## src/rtl/hazard_ctrl_pkg.sv

```systemverilog
// ----------------------------------------------------------------------------
// hazard_ctrl_pkg
//   Shared pipeline definitions for the hazard controller: the halt FSM
//   state type, the EX operand-forwarding select encodings, and a helper
//   that decides whether a later stage's result can feed an EX source.
// ----------------------------------------------------------------------------
package hazard_ctrl_pkg;

    typedef enum logic [1:0] {
        RUN    = 2'd0,
        DRAIN  = 2'd1,
        HALTED = 2'd2
    } state_e;

    // EX operand source select
    localparam logic [1:0] FWD_RF  = 2'b00;  // register file value
    localparam logic [1:0] FWD_MEM = 2'b01;  // ALU result sitting in MEM
    localparam logic [1:0] FWD_WB  = 2'b10;  // write-back data

    // A stage forwards to a source register when it holds a valid,
    // register-writing instruction whose destination is that source.
    // x0 is never forwarded: it always reads as zero from the regfile.
    function automatic logic fwd_hit(
        input logic       valid,
        input logic       reg_wen,
        input logic [4:0] rd,
        input logic [4:0] rs
    );
        return valid && reg_wen && (rd != 5'd0) && (rd == rs);
    endfunction

endpackage

```

## src/rtl/hazard_ctrl_fwd_unit.sv

```systemverilog
// ----------------------------------------------------------------------------
// fwd_unit
//   Operand forwarding select for one EX source register. Purely
//   combinational; MEM wins over WB because it holds the younger result.
//
//   rs_i                     EX source register
//   mem_valid/regWEn/rd_i    MEM-stage instruction status and destination
//   wb_valid/regWEn/rd_i     WB-stage instruction status and destination
//   sel_o                    FWD_RF / FWD_MEM / FWD_WB
// ----------------------------------------------------------------------------
module fwd_unit
    import hazard_ctrl_pkg::*;
(
    input  logic [4:0] rs_i,
    input  logic       mem_valid_i,
    input  logic       mem_regWEn_i,
    input  logic [4:0] mem_rd_i,
    input  logic       wb_valid_i,
    input  logic       wb_regWEn_i,
    input  logic [4:0] wb_rd_i,
    output logic [1:0] sel_o
);

    always_comb begin
        sel_o = FWD_RF;
        if (fwd_hit(mem_valid_i, mem_regWEn_i, mem_rd_i, rs_i)) begin
            sel_o = FWD_MEM;
        end else if (fwd_hit(wb_valid_i, wb_regWEn_i, wb_rd_i, rs_i)) begin
            sel_o = FWD_WB;
        end
    end

endmodule

```

## src/rtl/hazard_ctrl.sv

```systemverilog
// ----------------------------------------------------------------------------
// hazard_ctrl
//   Pipeline hazard controller for a 5-stage in-order core. Resolves, in
//   priority order, data-memory freeze, EX redirect, load-use hazard and
//   halt draining, producing per-stage stall/flush controls. Also selects
//   EX operand forwarding and keeps stall/flush performance counters.
//
//   Inputs : clk_i, reset_i (sync, active-high), ID/EX/MEM/WB register
//            ids and status, redirect_i, mem_req_i/mem_ready_i,
//            halt_req_i, resume_i
//   Outputs: stall_IF/ID/EX/MEM_o, flush_ID/EX/WB_o, fwdA/fwdB_sel_o,
//            halted_o, stall_cnt_o, flush_cnt_o (CNT_W bits, wrapping)
// ----------------------------------------------------------------------------
module hazard_ctrl
    import hazard_ctrl_pkg::*;
#(
    parameter int unsigned CNT_W = 32
) (
    input  logic             clk_i,
    input  logic             reset_i,

    input  logic [4:0]       id_rs1_i,
    input  logic [4:0]       id_rs2_i,
    input  logic             id_rs1_used_i,
    input  logic             id_rs2_used_i,

    input  logic [4:0]       ex_rs1_i,
    input  logic [4:0]       ex_rs2_i,
    input  logic [4:0]       ex_rd_i,
    input  logic             ex_valid_i,
    input  logic             ex_regWEn_i,
    input  logic             ex_is_load_i,
    input  logic             redirect_i,

    input  logic [4:0]       mem_rd_i,
    input  logic             mem_valid_i,
    input  logic             mem_regWEn_i,
    input  logic             mem_req_i,
    input  logic             mem_ready_i,

    input  logic [4:0]       wb_rd_i,
    input  logic             wb_valid_i,
    input  logic             wb_regWEn_i,

    input  logic             halt_req_i,
    input  logic             resume_i,

    output logic             stall_IF_o,
    output logic             stall_ID_o,
    output logic             stall_EX_o,
    output logic             stall_MEM_o,
    output logic             flush_ID_o,
    output logic             flush_EX_o,
    output logic             flush_WB_o,
    output logic [1:0]       fwdA_sel_o,
    output logic [1:0]       fwdB_sel_o,
    output logic             halted_o,
    output logic [CNT_W-1:0] stall_cnt_o,
    output logic [CNT_W-1:0] flush_cnt_o
);

    state_e             state_q, state_d;
    logic               halted_q, halted_d;
    logic [CNT_W-1:0]   stall_cnt_q, stall_cnt_d;
    logic [CNT_W-1:0]   flush_cnt_q, flush_cnt_d;

    logic freeze;
    logic load_use;
    logic rs1_dep;
    logic rs2_dep;
    logic pipe_empty;

    // The whole pipeline freezes while a data-memory access is outstanding.
    assign freeze = mem_req_i & ~mem_ready_i;

    assign rs1_dep  = id_rs1_used_i & (ex_rd_i == id_rs1_i);
    assign rs2_dep  = id_rs2_used_i & (ex_rd_i == id_rs2_i);
    assign load_use = ex_valid_i & ex_is_load_i & ex_regWEn_i
                    & (ex_rd_i != 5'd0) & (rs1_dep | rs2_dep);

    assign pipe_empty = ~ex_valid_i & ~mem_valid_i & ~wb_valid_i;

    // ------------------------------------------------------------------
    // Stall / flush resolution. The load-use bubble lasts one cycle on its
    // own: flushing EX replaces the load's consumer slot with a bubble, so
    // the following cycle no longer sees the load in EX.
    // ------------------------------------------------------------------
    always_comb begin
        stall_IF_o  = 1'b0;
        stall_ID_o  = 1'b0;
        stall_EX_o  = 1'b0;
        stall_MEM_o = 1'b0;
        flush_ID_o  = 1'b0;
        flush_EX_o  = 1'b0;
        flush_WB_o  = 1'b0;

        if (freeze) begin
            stall_IF_o  = 1'b1;
            stall_ID_o  = 1'b1;
            stall_EX_o  = 1'b1;
            stall_MEM_o = 1'b1;
            flush_WB_o  = 1'b1;
        end else if (redirect_i) begin
            flush_ID_o  = 1'b1;
            flush_EX_o  = 1'b1;
        end else if (load_use || (state_q != RUN)) begin
            stall_IF_o  = 1'b1;
            stall_ID_o  = 1'b1;
            flush_EX_o  = 1'b1;
        end
    end

    // ------------------------------------------------------------------
    // Halt FSM next state, counters and registered halted flag.
    // A freeze holds the FSM wherever it is.
    // ------------------------------------------------------------------
    always_comb begin
        state_d = state_q;
        if (!freeze) begin
            unique case (state_q)
                RUN:     if (halt_req_i) state_d = DRAIN;
                DRAIN:   if (pipe_empty) state_d = HALTED;
                HALTED:  if (resume_i)   state_d = RUN;
                default: state_d = RUN;
            endcase
        end

        halted_d = (state_d == HALTED);

        stall_cnt_d = stall_cnt_q;
        if (stall_IF_o && (state_q != HALTED)) begin
            stall_cnt_d = stall_cnt_q + CNT_W'(1);
        end

        flush_cnt_d = flush_cnt_q;
        if (flush_ID_o) begin
            flush_cnt_d = flush_cnt_q + CNT_W'(1);
        end
    end

    always_ff @(posedge clk_i) begin
        if (reset_i) begin
            state_q     <= RUN;
            halted_q    <= 1'b0;
            stall_cnt_q <= '0;
            flush_cnt_q <= '0;
        end else begin
            state_q     <= state_d;
            halted_q    <= halted_d;
            stall_cnt_q <= stall_cnt_d;
            flush_cnt_q <= flush_cnt_d;
        end
    end

    assign halted_o    = halted_q;
    assign stall_cnt_o = stall_cnt_q;
    assign flush_cnt_o = flush_cnt_q;

    // ------------------------------------------------------------------
    // Operand forwarding, one unit per EX source.
    // ------------------------------------------------------------------
    fwd_unit u_fwd_a (
        .rs_i         (ex_rs1_i),
        .mem_valid_i  (mem_valid_i),
        .mem_regWEn_i (mem_regWEn_i),
        .mem_rd_i     (mem_rd_i),
        .wb_valid_i   (wb_valid_i),
        .wb_regWEn_i  (wb_regWEn_i),
        .wb_rd_i      (wb_rd_i),
        .sel_o        (fwdA_sel_o)
    );

    fwd_unit u_fwd_b (
        .rs_i         (ex_rs2_i),
        .mem_valid_i  (mem_valid_i),
        .mem_regWEn_i (mem_regWEn_i),
        .mem_rd_i     (mem_rd_i),
        .wb_valid_i   (wb_valid_i),
        .wb_regWEn_i  (wb_regWEn_i),
        .wb_rd_i      (wb_rd_i),
        .sel_o        (fwdB_sel_o)
    );

endmodule

```

## config.mk

```make
export PLATFORM = sky130hd
export DESIGN_NAME = hazard_ctrl
export DESIGN_NICKNAME = d
export VERILOG_FILES = /design/src/rtl/hazard_ctrl_pkg.sv /design/src/rtl/hazard_ctrl_fwd_unit.sv /design/src/rtl/hazard_ctrl.sv
export SDC_FILE = /design/constraint.sdc
export NUM_CORES = 1
export LEC_CHECK = 0
export CAP_MARGIN = 25
export CORE_UTILIZATION = 25
export CTS_BUF_LIST = sky130_fd_sc_hd__clkbuf_4
export DETAILED_ROUTE_END_ITERATION = 16
export PLACE_DENSITY = 0.59
export SETUP_SLACK_MARGIN = 0.2
export SYNTH_ARGS = -nofsm -noshare
export SYNTH_HDL_FRONTEND = slang
export SYNTH_HIERARCHICAL = 1
export SYNTH_SLANG_ARGS = --single-unit
export TNS_END_PERCENT = 1
```

## constraint.sdc

```tcl
create_clock -name clk_i -period 2.6 [get_ports clk_i]
set_input_delay 0.65 -clock clk_i [delete_from_list [all_inputs] [get_ports clk_i]]
set_output_delay 0.65 -clock clk_i [all_outputs]
set_load 0.005 [all_outputs]
```

==> impl_summary.md <==
Critical path
The category of the worst setup path capture point is an output pin. The arrival time at the worst endpoint is 1.87 ns. By startpoint and endpoint, the worst setup path is classified as in2out. The critical path starts at mem_rd_i[0].

The buffering stage count on the worst path with inverters included is 2. For the worst setup path, the data required time is 1.95 ns. Traced cell by cell, the critical path runs through clkdlybuf4s15_2, xnor2_1, nand3_2, a2111oi_4, nor3_2, dlygate4sd2_1. The worst setup path is launched from an input pin.

Among all stages on the critical path, the largest delay is contributed by sky130_fd_sc_hd__dlygate4sd2_1. The largest single stage delay on the critical path is 0.27 ns. In this run the worst path has a maximum fanout of 4. The startpoint of the most critical register-to-register path is stall_cnt_o[8]$_SDFFE_PP0P_. Among cell families on the critical path, the largest total delay comes from buffers and inverters.

STA
Setup violations remaining at the end of the flow were counted as 0. The worst pin sits at a relative slew slack of 0.676. For the finished layout, the period the worst path requires is 2.52 ns. The final setup skew is 0.0208 ns.

The highest achievable clock rate is 396 MHz. Setup slack on the critical path of the routed design comes to 0.0756 ns. Setup repair after global routing could not meet its margin everywhere. The final count of hold timing violations came to 0. The share of the clock period used by the worst path after layout is 0.971.

At the pin with the least slew margin, the transition time is 0.484 ns. The total count of max-transition violations in the final report was 0.

Clock network
The clock latency of the later-clocked register in the worst-skew pair is 0.41 ns. The longest clock path from root to sink contains 2 buffers. The CTS tree is built. The clock root buffer is sky130_fd_sc_hd__clkbuf_4. The count of clock tree sinks is 67. In this run, CTS created clock tree buffers numbering 9. The H-tree generated during clock tree synthesis spans 3 levels. The clock edge transition at the registers on the reported setup and hold paths is 0.08 ns.

Pwr
The analysis attributes to cell leakage a power of 2.22 nW. The power per cell area is 335 nW/µm². The worst IR drop on VDD is 0.000176 V.

Die
127 I/O pins were placed. The height of the die is 124 µm. The overall die width is 124 µm. In this run the core area contains 44 standard-cell rows. The starting utilization of the core area is 0.257. The core region is 14,500 µm². The die covers 15,400 µm².

Detailed routing
The detailed-route vias per instance is 4.79. In the final routed layout, each cell accounts on average for 14.4 µm. The residual antenna-violating net count after detailed routing is 0. The final route contains 3,845 vias.

The number of DRC violations after detailed routing is 0. For this run, the detailed router's first-pass iteration total came to 4. In the final routing, the length of wire on met1 measures 4.83 mm. Wire segments on met2 add up to 5.91 mm in the final route. The total routed wirelength is 11.5 mm. In the detailed route, the total length drawn on met3 is 494 µm. Routed signal wires occupy layers up through met4.

In this run, the number of DRC markers left after iteration 0 of detailed routing was 169.

Global route
The via count of the first global-routing pass is 3,827. The total routing resource utilization after global routing is 0.150. The final global-route overflow total is 0. The number of antenna violations at the first check in global routing is 0. The pin count of the biggest net entering global routing is 27.

The first global-routing pass estimated 18.8 mm of wire.

Run
The max-cap violation count is 0.

Logic synthesis
Of the synthesized area, sequential elements account for 0.359. Counting flops with a built-in enable in the synthesized netlist gives 0. The synthesized design contains 67 register bits.

After technology mapping, the gate count stands at 449. During synthesis, Yosys emitted a total of 6 warnings. The synthesized area is 3730 µm². The net count after synthesis is 502. In this run, distinct cell masters in the synthesized netlist total 48. The most instantiated flip-flop cell in the synthesis netlist is sky130_fd_sc_hd__dfxtp_1. After synthesis, the share of flip-flops with an asynchronous set or reset is 0. Dividing the synthesized area by the synthesized cell count gives 8.32 µm².

Hold path
The path class of the lowest-slack min-delay path is reg2reg. The worst hold path startpoint is flush_cnt_o[1]$_SDFFE_PP0P_.

Finish
Of the cells placed in the final design, the portion with a size suffix greater than 1 is 0.221. The count of cells in the finished layout, fillers not included, comes to 803. The area of combinational cells with multiple inputs is 2410 µm².

Compared with the post-synthesis result, the final layout area differs by 53.2%. The number of fill cells is 1,506. Registers take 1340 µm². The count of antenna diodes in the layout is 0.

At the end of the flow the core is filled with cells to 0.394. The net total in the final layout is 669.

Placed design
After detailed placement, the design holds a cell count of 778. The worst setup slack after placement is -0.767 ns. The half-perimeter wire length of the detailed placement result is 8.67 mm. The number of buffer cells added on primary ports is 126. The routability congestion estimate from global placement is 0.815.

Outcome
The flow ran to the end, and the final reports show no timing, DRC or antenna violations.
-- cell usage after synthesis, types with 3 or more instances --
master | n | area share
sky130_fd_sc_hd__a21oi_1 | 25 | 0.034
sky130_fd_sc_hd__and2_1 | 5 | 0.0084
sky130_fd_sc_hd__and3_1 | 18 | 0.030
sky130_fd_sc_hd__and4_1 | 5 | 0.012
sky130_fd_sc_hd__buf_2 | 3 | 0.0040
sky130_fd_sc_hd__buf_4 | 4 | 0.0080
sky130_fd_sc_hd__clkbuf_1 | 14 | 0.014
sky130_fd_sc_hd__clkinv_1 | 4 | 0.0040
sky130_fd_sc_hd__dfxtp_1 | 67 | 0.36
sky130_fd_sc_hd__inv_1 | 6 | 0.0060
sky130_fd_sc_hd__mux2_2 | 13 | 0.039
sky130_fd_sc_hd__nand2_1 | 31 | 0.031
sky130_fd_sc_hd__nand2b_1 | 5 | 0.0084
sky130_fd_sc_hd__nand3_1 | 32 | 0.043
sky130_fd_sc_hd__nand4_1 | 17 | 0.028
sky130_fd_sc_hd__nor2_1 | 53 | 0.053
sky130_fd_sc_hd__nor2b_1 | 15 | 0.025
sky130_fd_sc_hd__nor3_1 | 6 | 0.0080
sky130_fd_sc_hd__nor4_1 | 3 | 0.0050
sky130_fd_sc_hd__o21ai_0 | 14 | 0.019
sky130_fd_sc_hd__o31ai_1 | 8 | 0.016
sky130_fd_sc_hd__or3_1 | 8 | 0.013
sky130_fd_sc_hd__or4_1 | 9 | 0.018
sky130_fd_sc_hd__xnor2_1 | 31 | 0.073
sky130_fd_sc_hd__xor2_1 | 24 | 0.056
-- path summary, 6_finish.rpt --
kind	cells after the start	endpoint	slack, ns
max	6	fwdB_sel_o[1]	0.08
min	2	flush_cnt_o[1]$_SDFFE_PP0P_	0.51
max reg2reg	6	stall_cnt_o[28]$_SDFFE_PP0P_	0.44
min reg2reg	2	flush_cnt_o[1]$_SDFFE_PP0P_	0.51
-- through the flow --
stage	power (mW)	TNS, ns	instance area (µm²)	hold WS, ns
floorplan	1.18	0	3730	0.477
global placement	1.37	-8.72	5460	0.487
detailed placement	1.38	-10.80	5460	0.501
CTS	1.94	-0.0433	5640	0.519
global route	2.02	-0.00332	5720	0.525
finish	1.92	0	5720	0.514
-- registers in the layout, indices dropped and copies added, names as in the netlist --
name	count
stall_cnt_o	32
flush_cnt_o	32
state_q	2
halted_o	1
-- power breakdown --
part | total (mW) | internal, mW | switching, mW
Combinational | 0.327 | 0.175 | 0.152
Clock | 0.548 | 0.189 | 0.358
Sequential | 1.04 | 1.03 | 0.00943
-- final cells by class --
class                      instances  area share
multi-input combinational        350       0.421
timing repair buffer             178       0.280
sequential                        67       0.235
tap                              184      0.0403
clock buffer                      10      0.0131
inverter                          10     0.00766
clock inverter                     4     0.00350
-- worst register-to-register path, cell delays in order (launching register included) --
cell,delay [ns]
sky130_fd_sc_hd__dfxtp_1,0.52
sky130_fd_sc_hd__nand4_4,0.19
sky130_fd_sc_hd__nor4_4,0.36
sky130_fd_sc_hd__nand3_1,0.20
sky130_fd_sc_hd__or3_1,0.39
sky130_fd_sc_hd__or3_1,0.31
sky130_fd_sc_hd__a21oi_1,0.13
-- metal layers --
layer | track usage | vias up
met5 | 0 | -
met1 | 0.171 | 1803
met3 | 0.0371 | 24
met2 | 0.269 | 91
li1 | - | 1927
met4 | 0.0560 | 0
-- cell usage in the layout, fill, tap and decap left out, types with 5 or more instances in the layout --
cell                               n
sky130_fd_sc_hd__clkdlybuf4s50_1  73
sky130_fd_sc_hd__dfxtp_1          67
sky130_fd_sc_hd__nor2_1           53
sky130_fd_sc_hd__buf_4            48
sky130_fd_sc_hd__nand3_1          31
sky130_fd_sc_hd__nand2_1          29
sky130_fd_sc_hd__xor2_1           24
sky130_fd_sc_hd__xnor2_1          23
sky130_fd_sc_hd__a21oi_1          22
sky130_fd_sc_hd__dlygate4sd2_1    21
sky130_fd_sc_hd__and3_1           18
sky130_fd_sc_hd__nand4_1          17
sky130_fd_sc_hd__nor2b_1          15
sky130_fd_sc_hd__mux2_2           12
sky130_fd_sc_hd__o21ai_0          11
sky130_fd_sc_hd__clkbuf_4         10
sky130_fd_sc_hd__buf_2            10
sky130_fd_sc_hd__or4_1             9
sky130_fd_sc_hd__xnor2_2           8
sky130_fd_sc_hd__o31ai_1           8
sky130_fd_sc_hd__or3_1             8
sky130_fd_sc_hd__nor3_1            6
sky130_fd_sc_hd__dlymetal6s2s_1    6
sky130_fd_sc_hd__clkbuf_2          6
sky130_fd_sc_hd__inv_1             5
sky130_fd_sc_hd__and4_1            5
sky130_fd_sc_hd__buf_6             5
-- cells by family after synthesis --
family                     count (synthesis)  synth area share
and+or+nand+nor                          216             0.314
DFF                                       67             0.359
AOI/OAI and AO/OA                         63             0.112
xor gates and xnor gates                  55             0.129
buffers and inverters                     32            0.0372
muxes                                     14            0.0419
adders and majority gates                  2           0.00670
-- timing repair --
action / 4_1_cts / 5_1_grt
pin swaps: 28 / 19
setup buffers: 8 / 3
cloned: 0 / 0
endpoints found under the setup margin: 16 / 12
hold buffers: 0 / 0
gates resized for setup: 111 / 44
Power figures use the tool's default switching activity.
